### src/rtl/pool2d_engine.sv
// pool2d_engine
//   Reads a CHW feature map from the conv-output BRAM one pooling window at a
//   time, reduces each window by max or average, and writes one result per
//   window to the pool BRAM. Reads are pipelined at one per cycle; returning
//   data is matched to its window by a valid/first tag pipeline as deep as the
//   BRAM read latency.
//
// Ports
//   clk, reset  : clock, synchronous active-high reset
//   start, mode : one-cycle start request (IDLE only); mode 0 = max, 1 = average
//   conv_addr, conv_en, conv_q : conv BRAM read port (data BRAM_LAT cycles later)
//   pool_addr, pool_en, pool_we, pool_d : pool BRAM write port
//   busy, done  : busy from accepted start until done; done is a one-cycle pulse
module pool2d_engine #(
  parameter int DATA_WIDTH = 16,
  parameter int CHANNELS   = 8,
  parameter int IN_SIZE    = 28,
  parameter int POOL       = 2,
  parameter int STRIDE     = 2,
  parameter int BRAM_LAT   = 2,
  localparam int OUT_SIZE  = (STRIDE >= 1 && POOL <= IN_SIZE) ? (IN_SIZE - POOL) / STRIDE + 1 : 1,
  localparam int CONV_N    = CHANNELS * IN_SIZE * IN_SIZE,
  localparam int POOL_N    = CHANNELS * OUT_SIZE * OUT_SIZE,
  localparam int CONV_AW   = (CONV_N > 1) ? $clog2(CONV_N) : 1,
  localparam int POOL_AW   = (POOL_N > 1) ? $clog2(POOL_N) : 1
) (
  input  logic                         clk,
  input  logic                         reset,
  input  logic                         start,
  input  logic                         mode,
  output logic [CONV_AW-1:0]           conv_addr,
  output logic                         conv_en,
  input  logic signed [DATA_WIDTH-1:0] conv_q,
  output logic [POOL_AW-1:0]           pool_addr,
  output logic                         pool_en,
  output logic                         pool_we,
  output logic signed [DATA_WIDTH-1:0] pool_d,
  output logic                         busy,
  output logic                         done
);

  localparam int KK    = POOL * POOL;
  localparam int SH    = $clog2(KK);
  localparam int ACC_W = DATA_WIDTH + SH;
  localparam int CH_W  = (CHANNELS > 1) ? $clog2(CHANNELS) : 1;
  localparam int OUT_W = (OUT_SIZE > 1) ? $clog2(OUT_SIZE) : 1;
  localparam int K_W   = (POOL > 1) ? $clog2(POOL) : 1;

  localparam logic [CH_W-1:0]    CH_LAST  = CH_W'(CHANNELS - 1);
  localparam logic [OUT_W-1:0]   OUT_LAST = OUT_W'(OUT_SIZE - 1);
  localparam logic [K_W-1:0]     K_LAST   = K_W'(POOL - 1);
  localparam logic [2:0]         LAT_LAST = 3'(BRAM_LAT - 1);
  localparam logic [CONV_AW-1:0] PLANE    = CONV_AW'(IN_SIZE * IN_SIZE);
  localparam logic [CONV_AW-1:0] ROW      = CONV_AW'(IN_SIZE);
  localparam logic [CONV_AW-1:0] STEP     = CONV_AW'(STRIDE);

  if (POOL < 1 || (POOL & (POOL - 1)) != 0) begin : g_chk_pool
    $error("pool2d_engine: POOL must be a power of two");
  end
  if (STRIDE < 1 || POOL > IN_SIZE) begin : g_chk_geom
    $error("pool2d_engine: need STRIDE >= 1 and POOL <= IN_SIZE");
  end
  if (BRAM_LAT < 1 || BRAM_LAT > 4) begin : g_chk_lat
    $error("pool2d_engine: BRAM_LAT must be in 1..4");
  end

  typedef enum logic [2:0] {IDLE, ISSUE, DRAIN, WRITE, FINISH} state_t;

  state_t             state;
  logic               avg_mode;
  logic [CH_W-1:0]    ch;
  logic [OUT_W-1:0]   r, q;
  logic [K_W-1:0]     dy, dx;
  logic [POOL_AW-1:0] ptr;
  logic [2:0]         drain_cnt;
  logic               last_win;
  logic               issue;

  logic [BRAM_LAT-1:0]     vld_p;
  logic [BRAM_LAT-1:0]     first_p;
  logic signed [ACC_W-1:0] acc;
  logic signed [ACC_W-1:0] samp;

  // Signed max of the running value and a new sample.
  function automatic logic signed [ACC_W-1:0] sel_max(input logic signed [ACC_W-1:0] a,
                                                      input logic signed [ACC_W-1:0] b);
    return (b > a) ? b : a;
  endfunction

  // Window sum to mean: arithmetic shift floors toward -inf, then narrow.
  function automatic logic signed [DATA_WIDTH-1:0] avg_floor(input logic signed [ACC_W-1:0] a);
    return DATA_WIDTH'(a >>> SH);
  endfunction

  assign issue    = (state == ISSUE);
  assign last_win = (ch == CH_LAST) && (r == OUT_LAST) && (q == OUT_LAST);

  always_ff @(posedge clk) begin
    if (reset) begin
      state     <= IDLE;
      avg_mode  <= 1'b0;
      ch        <= '0;
      r         <= '0;
      q         <= '0;
      dy        <= '0;
      dx        <= '0;
      ptr       <= '0;
      drain_cnt <= '0;
    end else begin
      case (state)
        IDLE: begin
          if (start) begin
            avg_mode <= mode;
            ch       <= '0;
            r        <= '0;
            q        <= '0;
            dy       <= '0;
            dx       <= '0;
            ptr      <= '0;
            state    <= ISSUE;
          end
        end
        ISSUE: begin
          if (dx == K_LAST) begin
            dx <= '0;
            if (dy == K_LAST) begin
              dy        <= '0;
              drain_cnt <= '0;
              state     <= DRAIN;
            end else begin
              dy <= dy + K_W'(1);
            end
          end else begin
            dx <= dx + K_W'(1);
          end
        end
        DRAIN: begin
          if (drain_cnt == LAT_LAST) state <= WRITE;
          else drain_cnt <= drain_cnt + 3'd1;
        end
        WRITE: begin
          ptr <= ptr + POOL_AW'(1);
          if (last_win) begin
            state <= FINISH;
          end else begin
            state <= ISSUE;
            if (q == OUT_LAST) begin
              q <= '0;
              if (r == OUT_LAST) begin
                r  <= '0;
                ch <= ch + CH_W'(1);
              end else begin
                r <= r + OUT_W'(1);
              end
            end else begin
              q <= q + OUT_W'(1);
            end
          end
        end
        FINISH:  state <= IDLE;
        default: state <= IDLE;
      endcase
    end
  end

  // Read issue stage: address is a pure function of the registered indices.
  always_comb begin
    conv_en   = issue;
    conv_addr = '0;
    if (issue)
      conv_addr = CONV_AW'(ch) * PLANE
                + (CONV_AW'(r) * STEP + CONV_AW'(dy)) * ROW
                + CONV_AW'(q) * STEP + CONV_AW'(dx);
  end

  // BRAM latency stages: tag each read so its data is recognised on return.
  always_ff @(posedge clk) begin
    if (reset) begin
      vld_p   <= '0;
      first_p <= '0;
    end else begin
      vld_p[0]   <= issue;
      first_p[0] <= issue && (dy == '0) && (dx == '0);
      for (int i = 1; i < BRAM_LAT; i++) begin
        vld_p[i]   <= vld_p[i-1];
        first_p[i] <= first_p[i-1];
      end
    end
  end

  // Sign-extending cast: conv_q is signed, so the widening replicates its MSB.
  assign samp = ACC_W'(conv_q);

  // Return stage: first read of a window loads, later reads combine.
  always_ff @(posedge clk) begin
    if (vld_p[BRAM_LAT-1]) begin
      if (first_p[BRAM_LAT-1]) acc <= samp;
      else if (avg_mode)       acc <= acc + samp;
      else                     acc <= sel_max(acc, samp);
    end
  end

  // Write stage: outputs are decoded from the state register only.
  always_comb begin
    pool_en   = (state == WRITE);
    pool_we   = (state == WRITE);
    pool_addr = '0;
    pool_d    = '0;
    if (state == WRITE) begin
      pool_addr = ptr;
      pool_d    = avg_mode ? avg_floor(acc) : DATA_WIDTH'(acc);
    end
    busy = (state == ISSUE) || (state == DRAIN) || (state == WRITE);
    done = (state == FINISH);
  end

endmodule

### config.mk
export PLATFORM = sky130hd
export DESIGN_NAME = pool2d_engine
export DESIGN_NICKNAME = d
export VERILOG_FILES = /design/src/rtl/pool2d_engine.sv
export SDC_FILE = /design/constraint.sdc
export NUM_CORES = 1
export LEC_CHECK = 0
export BUFFER_PORTS_ARGS = -buffer_cell sky130_fd_sc_hd__buf_2
export CAP_MARGIN = 20
export CORE_ASPECT_RATIO = 1.1
export CORE_MARGIN = 1
export CORE_UTILIZATION = 64
export CTS_CLUSTER_SIZE = 14
export DETAILED_ROUTE_END_ITERATION = 6
export PLACE_DENSITY_LB_ADDON = 0.05
export SKIP_LAST_GASP = 1
export SYNTH_ARGS = -nofsm -noshare
export SYNTH_HDL_FRONTEND = slang
export SYNTH_SLANG_ARGS = --single-unit
### constraint.sdc
create_clock -name clk -period 6.54 [get_ports clk]
set_input_delay 0 -clock clk [delete_from_list [all_inputs] [get_ports clk]]
set_output_delay 0 -clock clk [all_outputs]
set_load 0.01 [all_outputs]
==> results of run 1 <==
## path summary, 6_finish.rpt
path	from	to	slack (ns)	depth (start not counted)
max	r[1]$_SDFFE_PP0P_	conv_addr[12]	2.59	15
min reg2reg	vld_p[0]$_SDFF_PP0_	vld_p[1]$_SDFF_PP0_	0.46	1
min	conv_q[14]	acc[14]$_DFFE_PP_	0.005	3
max reg2reg	acc[0]$_DFFE_PP_	acc[16]$_DFFE_PP_	3.65	9
## synth_stat cells (9+ instances only)
library cell | instances | share of area [%]
clkbuf_1 | 13 | 0.99
dfxtp_1 | 35 | 14
inv_1 | 51 | 3.9
and2_1 | 11 | 1.4
ha_1 | 68 | 17
nor2_1 | 81 | 6.2
nor3_1 | 16 | 1.6
and3_1 | 10 | 1.3
edfxtp_1 | 18 | 11
nand4_1 | 9 | 1.1
mux2i_1 | 17 | 3.5
nand3_1 | 14 | 1.4
a31oi_1 | 10 | 1.3
nand2_1 | 30 | 2.3
o21ai_0 | 41 | 4.2
nor2b_1 | 13 | 1.7
a21oi_1 | 33 | 3.4
xnor2_1 | 18 | 3.2
## per-layer routing
metal	share of wire (%)	up-vias	global-route usage [%]
li1	-	2193	-
met1	41	2007	32.05
met2	53	110	54.13
met3	4.1	16	2.988
met4	1.5	0	8.889
met5	0	-	0
## flip-flops by register name, indices dropped and copies added (netlist names), 2 cells and up
register and flops:
ch 3, state 3, vld_p 2, drain_cnt 3
q 4, r 4, acc 18, first_p 2
ptr 11
## power breakdown
part           switching, mW  leakage [nW]  internal (mW)
combinational          0.111          2.08         0.0805
sequential            0.0183         0.447          0.353
clock                  0.128        0.0511         0.0813
total                  0.258          2.57          0.515
## logic make-up after synthesis
logic type | after synthesis
AND/OR/NAND/NOR | 222
AO/OA/AOI/OAI | 125
adder cells (fa/ha/maj) | 76
buffers and inverters | 74
flip-flops | 53
XOR/XNOR | 26
multiplexers | 19
## worst max-delay path, cell delays in order (launching register included)
cell and delay, ns:
dfxtp_1 0.52, fa_1 0.52, ha_1 0.32, a21o_1 0.18, a21oi_1 0.21, nor2b_1 0.07
o21ai_0 0.14, nand2b_1 0.07, ha_1 0.27, ha_1 0.31, nand2_1 0.08, o21bai_1 0.21
a31oi_1 0.12, or3_1 0.32, a21oi_1 0.15, buf_2 0.16
## stage by stage
step	setup WS, ns	area, um2
after floorplan	3.179	4907
after global placement	2.993	5231
after detailed placement	2.934	5231
after CTS	2.569	5399
after global routing	2.280	5399
final	2.595	5399
## area by class of cell
type | instances | area, um2
Multi-Input combinational cell | 468 | 3358
Fill cell | 634 | 2033
Sequential cell | 53 | 1241
Timing Repair Buffer | 72 | 397.9
Inverter | 52 | 195.2
Tap cell | 87 | 108.9
Clock buffer | 5 | 68.82
Clock inverter | 3 | 28.78
## timing repair
action                                 4_1_cts  5_1_grt
hold buffers                                 7        0
endpoints found under the hold margin        7        0
setup endpoints to repair                    0        0
==> impl_metrics.csv, run 1 <==
group,metric,value,unit
outcome,status,"complete, no violations",
die,pin_count,65,
sta,slew_violations,0,
clock_tree,root_buffer,"clkbuf_8",
cells_and_area,fin_util,72.64,%
power_and_ir_drop,power.total,0.7723,mW
place,io_buffers,64,
cells_and_area,mostFrequentLayoutCells,"nor2_1, ha_1, buf_2, inv_1, o21ai_0",
clock_tree,cts_max_path_buffers,2,
clock_tree,cts.sinks,53,
drt,wire_per_inst,14.67,um
synth,yosys.area_share.adder,20.60,%
clock_tree,path_clk_slew,0.11,ns
synth,synth-compound-area-share,16.34,%
cells_and_area,fin_nets,748,
synth,synth_nets,691,
die,die_h,93.84,um
cells_and_area,diodes,0,
critical_path,critPathCaptureType,"output port",
critical_path,critPathKind,"flop to output port",
sta,hold_violations,0,
clock_tree,insertion_delay,0.31,ns
synth,syn_avg_cell_area,8.247,um2
sta,fin_skew,0.01204,ns
critical_path,cp_data_arrival_time,3.95,ns
sta,holdWs,0.004942,ns
grt,grt_max_degree,32,
sta,rsz0062_at_grt,"no",
grt,grt_pass1_wl,18120,um
die,rows,33,
place,globalplace.congestion,0.8632,
clock_tree,cts-resized-gates,0,
clock_tree,cts_tree,"yes",
synth,synth_top_family_by_area,"simple AND/OR/NAND/NOR gates",
sta,max_freq,253.5,MHz
sta,fin_crit_sh,60.32,%
grt,gr-total-overflow,0,
power_and_ir_drop,p_per_area,143.1,nW/um2
grt,grt_pass1_vias,4150,
drt,wirelength,10860,um
die,dieArea,8022,um2
cells_and_area,drive_gt1_share,14.40,%
clock_tree,cts_buffers,5,
min_path,hold_path.class,"primary input to flop",
power_and_ir_drop,irDropWorstVdd,0.0001506,V
synth,yosysUniqueCellTypes,70,
critical_path,path_max_fanout,7,
grt,antenna_found_initial,0,
drt,drc,0,
drt,drt_iter0_drc,140,
synth,synthSimpleGateAreaFrac,22.92,%
synth,async_reset_ff_share,0,%
synth,synth_xor_area_share,4.640,%
clock_tree,postCtsSetupRepairBufs,0,
synth,synth_cells,595,
grt,grt.total_usage,28.06,%
place,dpl.cell_count,725,
die,start_util,66.03,%
cells_and_area,final_cells,740,
sta,worstMarginPinSlew,1.062,ns
synth,synth_edf_count,18,
synth,synth-seq-cells,53,
sta,setup-tns-final,0,ns
synth,yosysWarnings,0,
die,die_w,85.49,um
critical_path,worstPathRequired,6.54,ns
synth,synth-seq-area-share,25.29,%
synth,ys.flop_type,"dfxtp_1",
synth,synthMuxAreaShare,3.927,%
synth,netlist_area,4907,um2
cells_and_area,layout_commonest_cell,"nor2_1",
drt,antenna_left,0,
drt,vias_per_cell,5.846,
sta,relSlewSlack,29.11,%
critical_path,startpoint_type,"flop",
power_and_ir_drop,leakagePower,2.574,nW
sta,period_minus_slack,3.945,ns
clock_tree,htreeDepth,2,
drt,vias,4326,
sta,finalSetupViolCount,0,
job,cap_violations,0,
place,post-dp-hpwl,8278,um
drt,dr.pass1.iters,4,
cells_and_area,syn_to_final_growth,10.02,%
die,core_area,7432,um2
Power figures use the tool's default switching activity.
==> inputs of run 2 (changes only) <==
ABC_AREA = 1   (was unset)
CORE_UTILIZATION = 60   (was 64)
clock period = 4.1 ns   (was 6.54 ns; I/O delays follow)
==> run 2 against run 1 <==
First-iteration DRC count increased by 11%. Sequential share of layout area decreased by 1.3 points. Setup slack got worse by 2.3 ns. Sequential power up 89%. Worst hold slack got worse by 0.00051 ns. Register-to-register slack worse by 1.9 ns. Area after synthesis rose by 4.5%. Critical path depth did not move. Die area increased by 11%. Sequential cell count stayed put. Synthesized cell count grew 27%. Critical path type unchanged. Critical endpoint is now conv_addr[11]. Largest cell class unchanged.
==> impl_metrics.csv, run 2 <==
group,metric,value,unit
synth,synth_nets,854,
sta,max_freq,262.0,MHz
clock_tree,cts_max_path_buffers,2,
synth,ys.flop_type,"dfxtp_1",
critical_path,cp_data_arrival_time,3.82,ns
drt,dr.pass1.iters,4,
synth,yosysTopAreaCell,"ha_1",
sta,setup-tns-final,0,ns
sta,worstMarginPinSlew,0.8025,ns
die,start_util,61.61,%
grt,grt_pass1_vias,4846,
place,io_buffers,64,
critical_path,critPathMaxStageDelay,0.55,ns
power_and_ir_drop,irDropWorstVdd,0.0003886,V
drt,wire_per_inst,12.59,um
synth,yosysUniqueCellTypes,42,
synth,synth_cells,758,
job,cap_violations,0,
place,post-dp-hpwl,9120,um
drt,drc,0,
synth,ys_top_cells_by_count,"nand2_1, inv_1, nor2_1, ha_1",
power_and_ir_drop,leakagePower,3.042,nW
synth,synth_edf_count,18,
cells_and_area,final_cells,938,
drt,antenna_left,0,
power_and_ir_drop,p_per_area,382.4,nW/um2
grt,grt_pass1_wl,20640,um
cells_and_area,mostFrequentLayoutCells,"nand2_1, inv_1, nor2_1, ha_1, buf_2",
critical_path,critPathKind,"flop to output port",
cells_and_area,largestRegisters,"acc x18, ptr x11",
synth,async_reset_ff_share,0,%
die,rows,35,
synth,synth-seq-cells,53,
critical_path,slowest_stage,"dfxtp_1",
critical_path,crit_path_cell_trace,"fa_1 > ha_1 > fa_1 > xor2_1 > ha_1 > ha_1 > nand3_1 > nand2_1 > nand2_1 > nand2_1 > nand2_1 > o21ai_0 > o21ai_0 > a21oi_1 > buf_2",
place,globalplace.congestion,0.9475,
synth,netlist_area,5126,um2
place,dpl.cell_count,924,
synth,syn_avg_cell_area,6.763,um2
cells_and_area,drive_gt1_share,12.09,%
clock_tree,htreeDepth,2,
clock_tree,cts_buffers,5,
sta,fin_skew,0.008731,ns
cells_and_area,largest_register_ffs,18,
sta,slew_violations,0,
sta,hold_violations,0,
min_path,hold_path.class,"primary input to flop",
grt,grt_max_degree,34,
outcome,status,"complete, no violations",
grt,grt.total_usage,27.55,%
die,die_w,90.13,um
clock_tree,insertion_delay,0.32,ns
clock_tree,path_clk_slew,0.12,ns
clock_tree,cts.sinks,53,
critical_path,path_max_fanout,7,
cells_and_area,diodes,0,
synth,synth_most_common_cell,"nand2_1",
critical_path,startpoint_type,"flop",
clock_tree,root_buffer,"clkbuf_8",
die,dieArea,8918,um2
cells_and_area,top_register,"acc",
drt,vias_per_cell,5.286,
synth,synth.top_cell.area_share,16.60,%
die,core_area,8320,um2
synth,yosysWarnings,0,
die,die_h,98.95,um
clock_tree,cts_tree,"yes",
cells_and_area,fin_nets,922,
sta,fin_crit_sh,93.10,%
grt,gr-total-overflow,0,
drt,wirelength,11810,um
sta,period_minus_slack,3.817,ns
sta,rsz0062_at_grt,"no",
sta,relSlewSlack,46.30,%
critical_path,worstPathRequired,4.10,ns
critical_path,cp_common_cell,"nand2_1",
cells_and_area,layout_commonest_cell,"nand2_1",
sta,finalSetupViolCount,0,
synth,synthTopCellsByArea,"ha_1, dfxtp_1, nand2_1",
critical_path,critPathCaptureType,"output port",
drt,vias,4958,
synth,synth-seq-area-share,24.21,%
power_and_ir_drop,power.total,2.190,mW
grt,antenna_found_initial,0,
die,pin_count,65,
cells_and_area,fillers,780,
drt,drt_iter0_drc,156,
cells_and_area,syn_to_final_growth,11.72,%
[run 2: cell types whose count changed after synthesis, moves of 14 or more]
cell     previous run  this run
nand3_1            14        48
xnor2_1            18         4
inv_1              51       145
a21oi_1            33        48
nand2_1            30       160
[run 2: cell type report]
| type | instances | area, um2 | share of cell area [%] |
|---|---|---|---|
| clock buffers | 5 | 68.82 | 1.202 |
| clock inverters | 3 | 28.78 | 0.5025 |
| inverters | 152 | 570.5 | 9.963 |
| multi-input cells | 539 | 3258 | 56.89 |
| flip-flops and latches | 53 | 1244 | 21.72 |
| well taps | 111 | 138.9 | 2.425 |
| repair buffers | 75 | 417.9 | 7.297 |
[run 2: path summary, 6_finish.rpt]
path	from	to	slack, ns	depth (start not counted)
max	r[0]$_SDFFE_PP0P_	conv_addr[11]	0.28	15
min	conv_q[4]	acc[4]$_DFFE_PP_	0.004	3
max reg2reg	acc[0]$_DFFE_PP_	acc[16]$_DFFE_PP_	1.71	13
min reg2reg	vld_p[0]$_SDFF_PP0_	vld_p[1]$_SDFF_PP0_	0.42	2
[run 2: what timing repair did]
action	4_1_cts	5_1_grt
setup endpoints to repair	0	2
hold buffers	6	0
gates resized for setup	0	2
setup buffers	0	0
endpoints found under the hold margin	6	0
[run 2: cells by family after synthesis]
family	after synthesis	share of synthesized area [%]
buf+inv	166	12.23
compound gates	126	13.52
simple gates	322	27.65
mux	4	0.7811
xor+xnor	11	1.879
fa+ha+maj	76	19.72
flops	53	24.21
[run 2: where the power goes]
group	switching, mW	internal, mW	leakage [nW]
clock network	0.213	0.129	0.0506
registers	0.0744	0.629	0.448
logic	0.741	0.404	2.54
total	1.03	1.16	3.04
[run 2: metal layers]
layer	part of all wire, %	GRT usage (%)	vias to the layer above
met3	2.9	2.701	18
met5	0	0	-
met4	1.8	7.072	0
met2	51	53.02	106
li1	-	-	2566
met1	44	32.50	2268
[run 2: worst max-delay path, delay by kind of cell, from the launching register on]
| family | cells | cell delay (ns) |
|---|---|---|
| fa+ha+maj | 5 | 1.76 |
| flops | 1 | 0.55 |
| compound gates | 3 | 0.49 |
| simple gates | 5 | 0.40 |
| xor+xnor | 1 | 0.18 |
| buf+inv | 1 | 0.14 |
[run 2: through the flow]
stage / instance area, um2 / hold WS, ns / setup slack, ns / utilization, %
after floorplan: 5126 / 0.07847 / 0.9616 / -
after global placement: 5567 / 0.3147 / 0.7714 / 66.90
after detailed placement: 5567 / 0.3167 / 0.6297 / 66.90
after CTS: 5724 / 0.0002950 / 0.2800 / 68.80
after global routing: 5727 / 0.01055 / 0.02197 / 68.83
final: 5727 / 0.004435 / 0.2829 / 68.83
